==> src/rtl/pc_gen_unit_pkg.sv <==
// Shared CPU-core constants: default widths, reset vector, PC-unit state encoding
// and the redirect-source encoding used by the PC generator.
package cpu_pkg;

    localparam int          CPU_DATA_W     = 32;
    localparam int          CPU_INST_BYTES = 4;
    localparam int          CPU_IMM_SHIFT  = 2;
    localparam logic [31:0] CPU_RESET_VEC  = 32'h0000_0000;

    // PC-unit FSM encoding, kept as plain constants for legacy tools
    localparam logic [1:0] ST_BOOT     = 2'd0;
    localparam logic [1:0] ST_RUN      = 2'd1;
    localparam logic [1:0] ST_TGT_WAIT = 2'd2;

    typedef enum logic [1:0] {
        SRC_NONE = 2'd0,
        SRC_BR   = 2'd1,
        SRC_JMP  = 2'd2,
        SRC_EXC  = 2'd3
    } redir_src_e;

endpackage

==> src/rtl/pc_gen_unit_if.sv <==
// Fetch handshake and redirect bundle between the PC generator (master) and the
// rest of the pipeline (slave).
interface pc_gen_unit_if
    import cpu_pkg::*;
#(
    parameter int DATA_W = CPU_DATA_W
);
    // Handshake: pc is transferred on an edge where fetch_valid & fetch_ready & !stall.
    // While fetch_valid is high and no transfer occurs, pc stays stable. Redirects
    // are not handshaked: br_req/jmp_req/exc_req are taken on the edge they are high,
    // except that br_req/jmp_req must stay low while redirect_busy is high.
    logic              fetch_valid;
    logic              fetch_ready;
    logic              stall;
    logic [DATA_W-1:0] pc;
    logic [DATA_W-1:0] pc_plus;
    logic              br_req;
    logic [DATA_W-1:0] br_base;
    logic [DATA_W-1:0] br_imm;
    logic              jmp_req;
    logic [DATA_W-1:0] jmp_target;
    logic              exc_req;
    logic [DATA_W-1:0] exc_vec;
    logic              redirect_busy;
    logic              misalign;

    modport master (
        output fetch_valid, pc, pc_plus, redirect_busy, misalign,
        input  fetch_ready, stall, br_req, br_base, br_imm,
               jmp_req, jmp_target, exc_req, exc_vec
    );

    modport slave (
        input  fetch_valid, pc, pc_plus, redirect_busy, misalign,
        output fetch_ready, stall, br_req, br_base, br_imm,
               jmp_req, jmp_target, exc_req, exc_vec
    );

endinterface

==> src/rtl/pc_gen_unit_target_adder.sv <==
// Combinational branch-target adder: base + (imm << IMM_SHIFT), modulo 2^DATA_W.
module pc_target_adder
    import cpu_pkg::*;
#(
    parameter int DATA_W    = CPU_DATA_W,
    parameter int IMM_SHIFT = CPU_IMM_SHIFT
) (
    input  logic [DATA_W-1:0] base,
    input  logic [DATA_W-1:0] imm,
    output logic [DATA_W-1:0] target
);

    assign target = base + (imm << IMM_SHIFT);

endmodule

==> src/rtl/pc_gen_unit.sv <==
// Registered program-counter generator: sequential fetch with stall/handshake,
// prioritised exception/jump/branch redirects and an optional one-cycle target pipe.
module pc_gen_unit
    import cpu_pkg::*;
#(
    parameter int                DATA_W      = CPU_DATA_W,
    parameter logic [DATA_W-1:0] RESET_VEC   = DATA_W'(CPU_RESET_VEC),
    parameter int                INST_BYTES  = CPU_INST_BYTES,
    parameter int                IMM_SHIFT   = CPU_IMM_SHIFT,
    parameter bit                PIPE_TARGET = 1'b0
) (
    input  logic           clk,
    input  logic           rst_n,
    pc_gen_unit_if.master  bus,
    output logic [1:0]     dbg_state
);

    localparam logic [DATA_W-1:0] INST_INC   = DATA_W'(INST_BYTES);
    localparam logic [DATA_W-1:0] ALIGN_MASK = DATA_W'(INST_BYTES - 1);

    logic [1:0]        state_q, state_d;
    logic [DATA_W-1:0] pc_q, pc_d;
    logic [DATA_W-1:0] tgt_q, tgt_d;
    logic              fetch_valid_q, fetch_valid_d;
    logic              busy_q, busy_d;
    logic              misalign_q, misalign_d;

    logic [DATA_W-1:0] br_target;
    logic [DATA_W-1:0] raw_target;
    logic [DATA_W-1:0] load_target;
    logic              load;
    redir_src_e        src;

    pc_target_adder #(
        .DATA_W    (DATA_W),
        .IMM_SHIFT (IMM_SHIFT)
    ) u_target_adder (
        .base   (bus.br_base),
        .imm    (bus.br_imm),
        .target (br_target)
    );

    always_comb begin
        src        = SRC_NONE;
        raw_target = '0;
        if (bus.exc_req) begin
            src        = SRC_EXC;
            raw_target = bus.exc_vec;
        end else if (bus.jmp_req) begin
            src        = SRC_JMP;
            raw_target = bus.jmp_target;
        end else if (bus.br_req) begin
            src        = SRC_BR;
            raw_target = br_target;
        end
    end

    always_comb begin
        state_d       = state_q;
        pc_d          = pc_q;
        tgt_d         = tgt_q;
        fetch_valid_d = fetch_valid_q;
        busy_d        = busy_q;
        misalign_d    = 1'b0;
        load          = 1'b0;
        load_target   = raw_target;
        case (state_q)
            ST_BOOT: begin
                fetch_valid_d = 1'b1;
                state_d       = ST_RUN;
            end
            ST_RUN: begin
                if (PIPE_TARGET && (src == SRC_BR)) begin
                    tgt_d         = br_target;
                    fetch_valid_d = 1'b0;
                    busy_d        = 1'b1;
                    state_d       = ST_TGT_WAIT;
                end else if (src != SRC_NONE) begin
                    load = 1'b1;
                end else if (fetch_valid_q && bus.fetch_ready && !bus.stall) begin
                    pc_d = pc_q + INST_INC;
                end
            end
            ST_TGT_WAIT: begin
                // An exception arriving while the branch target is in flight wins
                load          = 1'b1;
                load_target   = bus.exc_req ? bus.exc_vec : tgt_q;
                fetch_valid_d = 1'b1;
                busy_d        = 1'b0;
                state_d       = ST_RUN;
            end
            default: begin
                state_d = ST_BOOT;
            end
        endcase
        if (load) begin
            pc_d       = load_target & ~ALIGN_MASK;
            misalign_d = |(load_target & ALIGN_MASK);
        end
    end

    always_ff @(posedge clk or negedge rst_n) begin
        if (!rst_n) begin
            state_q       <= ST_BOOT;
            pc_q          <= RESET_VEC;
            tgt_q         <= '0;
            fetch_valid_q <= 1'b0;
            busy_q        <= 1'b0;
            misalign_q    <= 1'b0;
        end else begin
            state_q       <= state_d;
            pc_q          <= pc_d;
            tgt_q         <= tgt_d;
            fetch_valid_q <= fetch_valid_d;
            busy_q        <= busy_d;
            misalign_q    <= misalign_d;
        end
    end

    assign bus.pc            = pc_q;
    assign bus.pc_plus       = pc_q + INST_INC;
    assign bus.fetch_valid   = fetch_valid_q;
    assign bus.redirect_busy = busy_q;
    assign bus.misalign      = misalign_q;
    assign dbg_state         = state_q;

endmodule

==> src/flat_wrapper.sv <==
// flat-port wrapper written by rule: the top's interface ports become plain ports
module pc_gen_unit_flat import cpu_pkg::*;
#(
    parameter int                DATA_W      = CPU_DATA_W,
    parameter logic [DATA_W-1:0] RESET_VEC   = DATA_W'(CPU_RESET_VEC),
    parameter int                INST_BYTES  = CPU_INST_BYTES,
    parameter int                IMM_SHIFT   = CPU_IMM_SHIFT,
    parameter bit                PIPE_TARGET = 1'b0
)
  (clk, rst_n, dbg_state, bus_fetch_valid, bus_pc, bus_pc_plus, bus_redirect_busy, bus_misalign, bus_fetch_ready, bus_stall, bus_br_req, bus_br_base, bus_br_imm, bus_jmp_req, bus_jmp_target, bus_exc_req, bus_exc_vec);
  pc_gen_unit_if #(.DATA_W(DATA_W)) bus_i ();
  input  logic clk;
  input  logic rst_n;
  output logic [1:0] dbg_state;
  output wire logic [$bits(bus_i.fetch_valid)-1:0] bus_fetch_valid;
  output wire logic [$bits(bus_i.pc)-1:0] bus_pc;
  output wire logic [$bits(bus_i.pc_plus)-1:0] bus_pc_plus;
  output wire logic [$bits(bus_i.redirect_busy)-1:0] bus_redirect_busy;
  output wire logic [$bits(bus_i.misalign)-1:0] bus_misalign;
  input wire logic [$bits(bus_i.fetch_ready)-1:0] bus_fetch_ready;
  input wire logic [$bits(bus_i.stall)-1:0] bus_stall;
  input wire logic [$bits(bus_i.br_req)-1:0] bus_br_req;
  input wire logic [$bits(bus_i.br_base)-1:0] bus_br_base;
  input wire logic [$bits(bus_i.br_imm)-1:0] bus_br_imm;
  input wire logic [$bits(bus_i.jmp_req)-1:0] bus_jmp_req;
  input wire logic [$bits(bus_i.jmp_target)-1:0] bus_jmp_target;
  input wire logic [$bits(bus_i.exc_req)-1:0] bus_exc_req;
  input wire logic [$bits(bus_i.exc_vec)-1:0] bus_exc_vec;
  assign bus_fetch_valid = bus_i.fetch_valid;
  assign bus_pc = bus_i.pc;
  assign bus_pc_plus = bus_i.pc_plus;
  assign bus_redirect_busy = bus_i.redirect_busy;
  assign bus_misalign = bus_i.misalign;
  assign bus_i.fetch_ready = bus_fetch_ready;
  assign bus_i.stall = bus_stall;
  assign bus_i.br_req = bus_br_req;
  assign bus_i.br_base = bus_br_base;
  assign bus_i.br_imm = bus_br_imm;
  assign bus_i.jmp_req = bus_jmp_req;
  assign bus_i.jmp_target = bus_jmp_target;
  assign bus_i.exc_req = bus_exc_req;
  assign bus_i.exc_vec = bus_exc_vec;
  pc_gen_unit #(.DATA_W(DATA_W), .RESET_VEC(RESET_VEC), .INST_BYTES(INST_BYTES), .IMM_SHIFT(IMM_SHIFT), .PIPE_TARGET(PIPE_TARGET)) u_core (.clk(clk), .rst_n(rst_n), .bus(bus_i), .dbg_state(dbg_state));
endmodule
==> config.mk <==
export PLATFORM = sky130hd
export DESIGN_NAME = pc_gen_unit_flat
export DESIGN_NICKNAME = d
export VERILOG_FILES = /design/src/rtl/pc_gen_unit_pkg.sv /design/src/rtl/pc_gen_unit_if.sv /design/src/rtl/pc_gen_unit_target_adder.sv /design/src/rtl/pc_gen_unit.sv /design/src/flat_wrapper.sv
export SDC_FILE = /design/constraint.sdc
export NUM_CORES = 1
export LEC_CHECK = 0
export CAP_MARGIN = 20
export CELL_PAD_IN_SITES_DETAIL_PLACEMENT = 1
export CELL_PAD_IN_SITES_GLOBAL_PLACEMENT = 2
export CORE_UTILIZATION = 23
export CTS_CLUSTER_SIZE = 12
export DETAILED_ROUTE_END_ITERATION = 10
export MAX_ROUTING_LAYER = met4
export PLACE_DENSITY = 0.88
export SLEW_MARGIN = 0
export SYNTH_ARGS = -nofsm -noshare
export SYNTH_HDL_FRONTEND = slang
export SYNTH_SLANG_ARGS = --single-unit
export TNS_END_PERCENT = 100
==> constraint.sdc <==
create_clock -name clk -period 3.05 [get_ports clk]
set_clock_uncertainty 0.15 [all_clocks]
set_input_delay 0.305 -clock clk [delete_from_list [all_inputs] [get_ports clk]]
set_output_delay 0.305 -clock clk [all_outputs]
set_load 0.1 [all_outputs]
==> results_dict.tcl <==
set metrics [dict create \
    grt.total_usage_pct 20.2 \
    hp-class "in -> async" \
    setup_violations 0 \
    synthCells 628 \
    drc_errors 0 \
    cts.sink_count 33 \
    r2r_slack_ns 0.54 \
    max_freq_ghz 0.348 \
    grt_max_degree 34 \
    ys_ff_latch 33 \
    ys.flop_type "dfrtp_1" \
    p_leak_nw 3.19 \
    synth_warnings 0 \
    hold_buffers 0 \
    p_switching_mw 1.97 \
    antenna_found_initial 1 \
    grt_busiest_layer "met2" \
    r2r_cells 7 \
    outcome "finished clean" \
    max-cap-violations 0 \
    worstPathCellList "ha_1 > nand3_1 > nor4_4 > nand3_2 > nor2_2 > xor2_4 > buf_12" \
    synthArstFlopShare_pct 100 \
    gp_congestion 0.852 \
    yosysSeqAreaShare_pct 17.5 \
    clkTransAtPathRegs_ns 0.05 \
    drive_gt1_share_pct 22.9 \
    core_mm2 0.0198 \
    cp-start-kind "register" \
    rr_endpoint "u_core.bus.pc[21]$_DFFE_PN0P_" \
    yosys.area.top_type "dfrtp_1" \
    worstSkewPairLatency_ns 0.28 \
    die-width_um 145 \
    tightest_slew_ns 0.545 \
    htreeDepth 2 \
    die_h_um 145 \
    intPower_mw 1.65 \
    cp.arrival_ns 2.42 \
    cp-end-kind "primary output" \
    nets 1017 \
    ios 204 \
    netlist.area_leader.share_pct 17.5 \
    cp_slowest_cell "dfrtp_4" \
    numCtsBuffers 5 \
    routed_wl_mm 20.7 \
    drt-pass1-iter-count 5 \
    cts_resized 0 \
    yosysUniqueCellTypes 80 \
    p_per_area_mw_per_mm2 462 \
    drt_iter0_drc 359 \
    grt_pass1_wl_mm 32.9 \
    fin_total_pwr_mw 3.62 \
    syn_area_per_cell_um2 7.49 \
    portBuffers 195 \
    yosys-top-cells-area "dfrtp_1 (18%), ha_1 (8.0%), xor2_1 (5.6%)" \
    seq_power_share_pct 18.6 \
    hpwl_mm 17.6 \
    met2_usage_pct 32.8 \
    synth_edf_count 0 \
    ant_nets 0 \
    peakVddDrop_mv 0.211 \
    grt_pass1_vias 5906 \
    critPathMaxFanout 6 \
    grt_use_met3_pct 1.42 \
    initial_core_util_pct 23.8 \
    fin_crit_sh_pct 94.3 \
    rr_startpoint "u_core.bus.pc[9]$_DFFE_PN0P_" \
    die_area_mm2 0.0210 \
    num_vias 5686 \
    slew_headroom_pct 63.6 \
    period_minus_slack_ns 2.88 \
    power_frac_comb_pct 67.2 \
    finalHoldViolCount 0 \
    rsz0062_at_grt "false" \
    tns_ns 0 \
    vias_per_cell 5.09 \
    crit_type "reg -> out" \
    area_growth_pct 66.9 \
    syn_area_mm2 0.00471 \
    swShare_pct 54.4 \
    finalMaxSlewViolations 0 \
    cts_tree "yes" \
    wire_per_inst_um 18.5 \
    row_count 51 \
    cp_data_required_time_ns 2.59 \
    clockBufferDepth 2 \
    pwr-share-clk_pct 14.2 \
    clk_root_buffer_cell "clkbuf_16" \
    globalRouteOverflowTotal 0 \
    cpPeakStageDelay_ns 0.46 \
    postCtsSetupBuffers 0 \
    grtUsageMet1_pct 26.6 \
]
power groups by stage:
stage / registers [mW] / logic (mW) / clock network [mW]
3_5_place_dp: 0.683 / 2.44 / 0
4_1_cts: 0.674 / 2.44 / 0.522
6_report: 0.673 / 2.44 / 0.515
3_3_place_gp: 0.679 / 2.42 / 0
2_1_floorplan: 1.10 / 1.20 / 0
5_1_grt: 0.691 / 2.55 / 0.538
worst max path at each step:
stage,from,slack (ns),endpoint
after detailed placement,bus_br_imm[0],-0.07,u_core.bus.pc[26]$_DFFE_PN0P_
after floorplan,u_core.bus.pc[24]$_DFFE_PN0P_,-0.05,bus_pc_plus[31]
final,u_core.bus.pc[2]$_DFFE_PN0P_,0.17,bus_pc_plus[22]
after global placement,bus_br_imm[0],-0.03,u_core.bus.pc[26]$_DFFE_PN0P_
after CTS,u_core.bus.pc[2]$_DFFE_PN0P_,0.08,bus_pc_plus[22]
after global routing,bus_br_imm[0],0.01,u_core.bus.pc[26]$_DFFE_PN0P_
state kept, by name (all words and copies together), names as in the netlist:
| register | flops |
|---|---|
| u_core.bus.pc | 30 |
| u_core.bus.misalign | 1 |
| u_core.dbg_state | 1 |
| u_core.bus.fetch_valid | 1 |
worst max-delay path: cells and delay by family, from the launching register on:
kind          cells  cell delay [ns]
buf+inv           1             0.19
flops             1             0.46
xor+xnor          1             0.18
simple gates      4             1.06
fa+ha+maj         1             0.25
cell families after synthesis:
group                    share of synthesized area, %
flip-flops                                       17.5
adder cells (fa/ha/maj)                          8.40
other                                           0.160
AND/OR/NAND/NOR                                  26.4
XOR/XNOR                                         9.86
multiplexers                                     1.73
AO/OA/AOI/OAI                                    30.8
buffers and inverters                            5.08
cell usage in the layout, fill, tap and decap left out, types with 12 or more instances in the layout:
| master | n |
|---|---|
| inv_1 | 16 |
| dfrtp_2 | 20 |
| nor2_1 | 55 |
| clkdlybuf4s50_1 | 132 |
| nand3_1 | 18 |
| ha_1 | 30 |
| a22oi_1 | 12 |
| buf_12 | 20 |
| buf_4 | 96 |
| a21oi_1 | 44 |
| o21ai_0 | 46 |
| nand2_1 | 67 |
| and3_1 | 12 |
| nand4_1 | 12 |
| xor2_1 | 17 |
through the flow:
stage	cell area (um^2)	cells	util, %	hold WS, ns	setup WS (ns)
after global placement	7700	1109	38.9	0.345	-0.0312
after floorplan	5100	633	-	-0.141	-0.0522
final	7850	1118	39.7	0.297	0.174
after global routing	7850	1118	39.7	0.346	0.0104
after CTS	7850	1117	39.7	0.312	0.0831
after detailed placement	7700	1109	38.9	0.371	-0.0716
synthesized netlist by cell type (6+ instances only):
library cell  number
a22oi_1           12
or3_1             10
a211oi_1          11
a21o_1             9
xor2_1            30
mux2i_1            7
clkbuf_1          23
nand3_1           18
a22o_1             6
nor3_1            11
nand4_1           12
xnor2_1           23
o22ai_1            7
a221oi_1           8
o21ai_0           46
dfrtp_1           33
and3_1            12
a31oi_1           11
buf_4              6
nor2_1            56
nand2_1           67
a21oi_1           44
o31ai_1            7
o21ai_1            6
buf_2              7
o21a_1             7
ha_1              30
inv_1             16
layout make-up:
class	count	area, um^2
fill	2363	11900
multi-input combinational	545	4000
timing repair buffer	248	2440
sequential	33	858
tap	265	332
clock buffer	8	146
inverter	18	67.6
antenna	1	2.50
metal layers:
layer / up-vias / share of wire (%)
li1: 2785 / -
met1: 2699 / 46
met2: 176 / 48
met3: 26 / 3.9
met4: 0 / 2.4
met5: - / 0
Note: power is estimated with default switching activity, not from simulation.
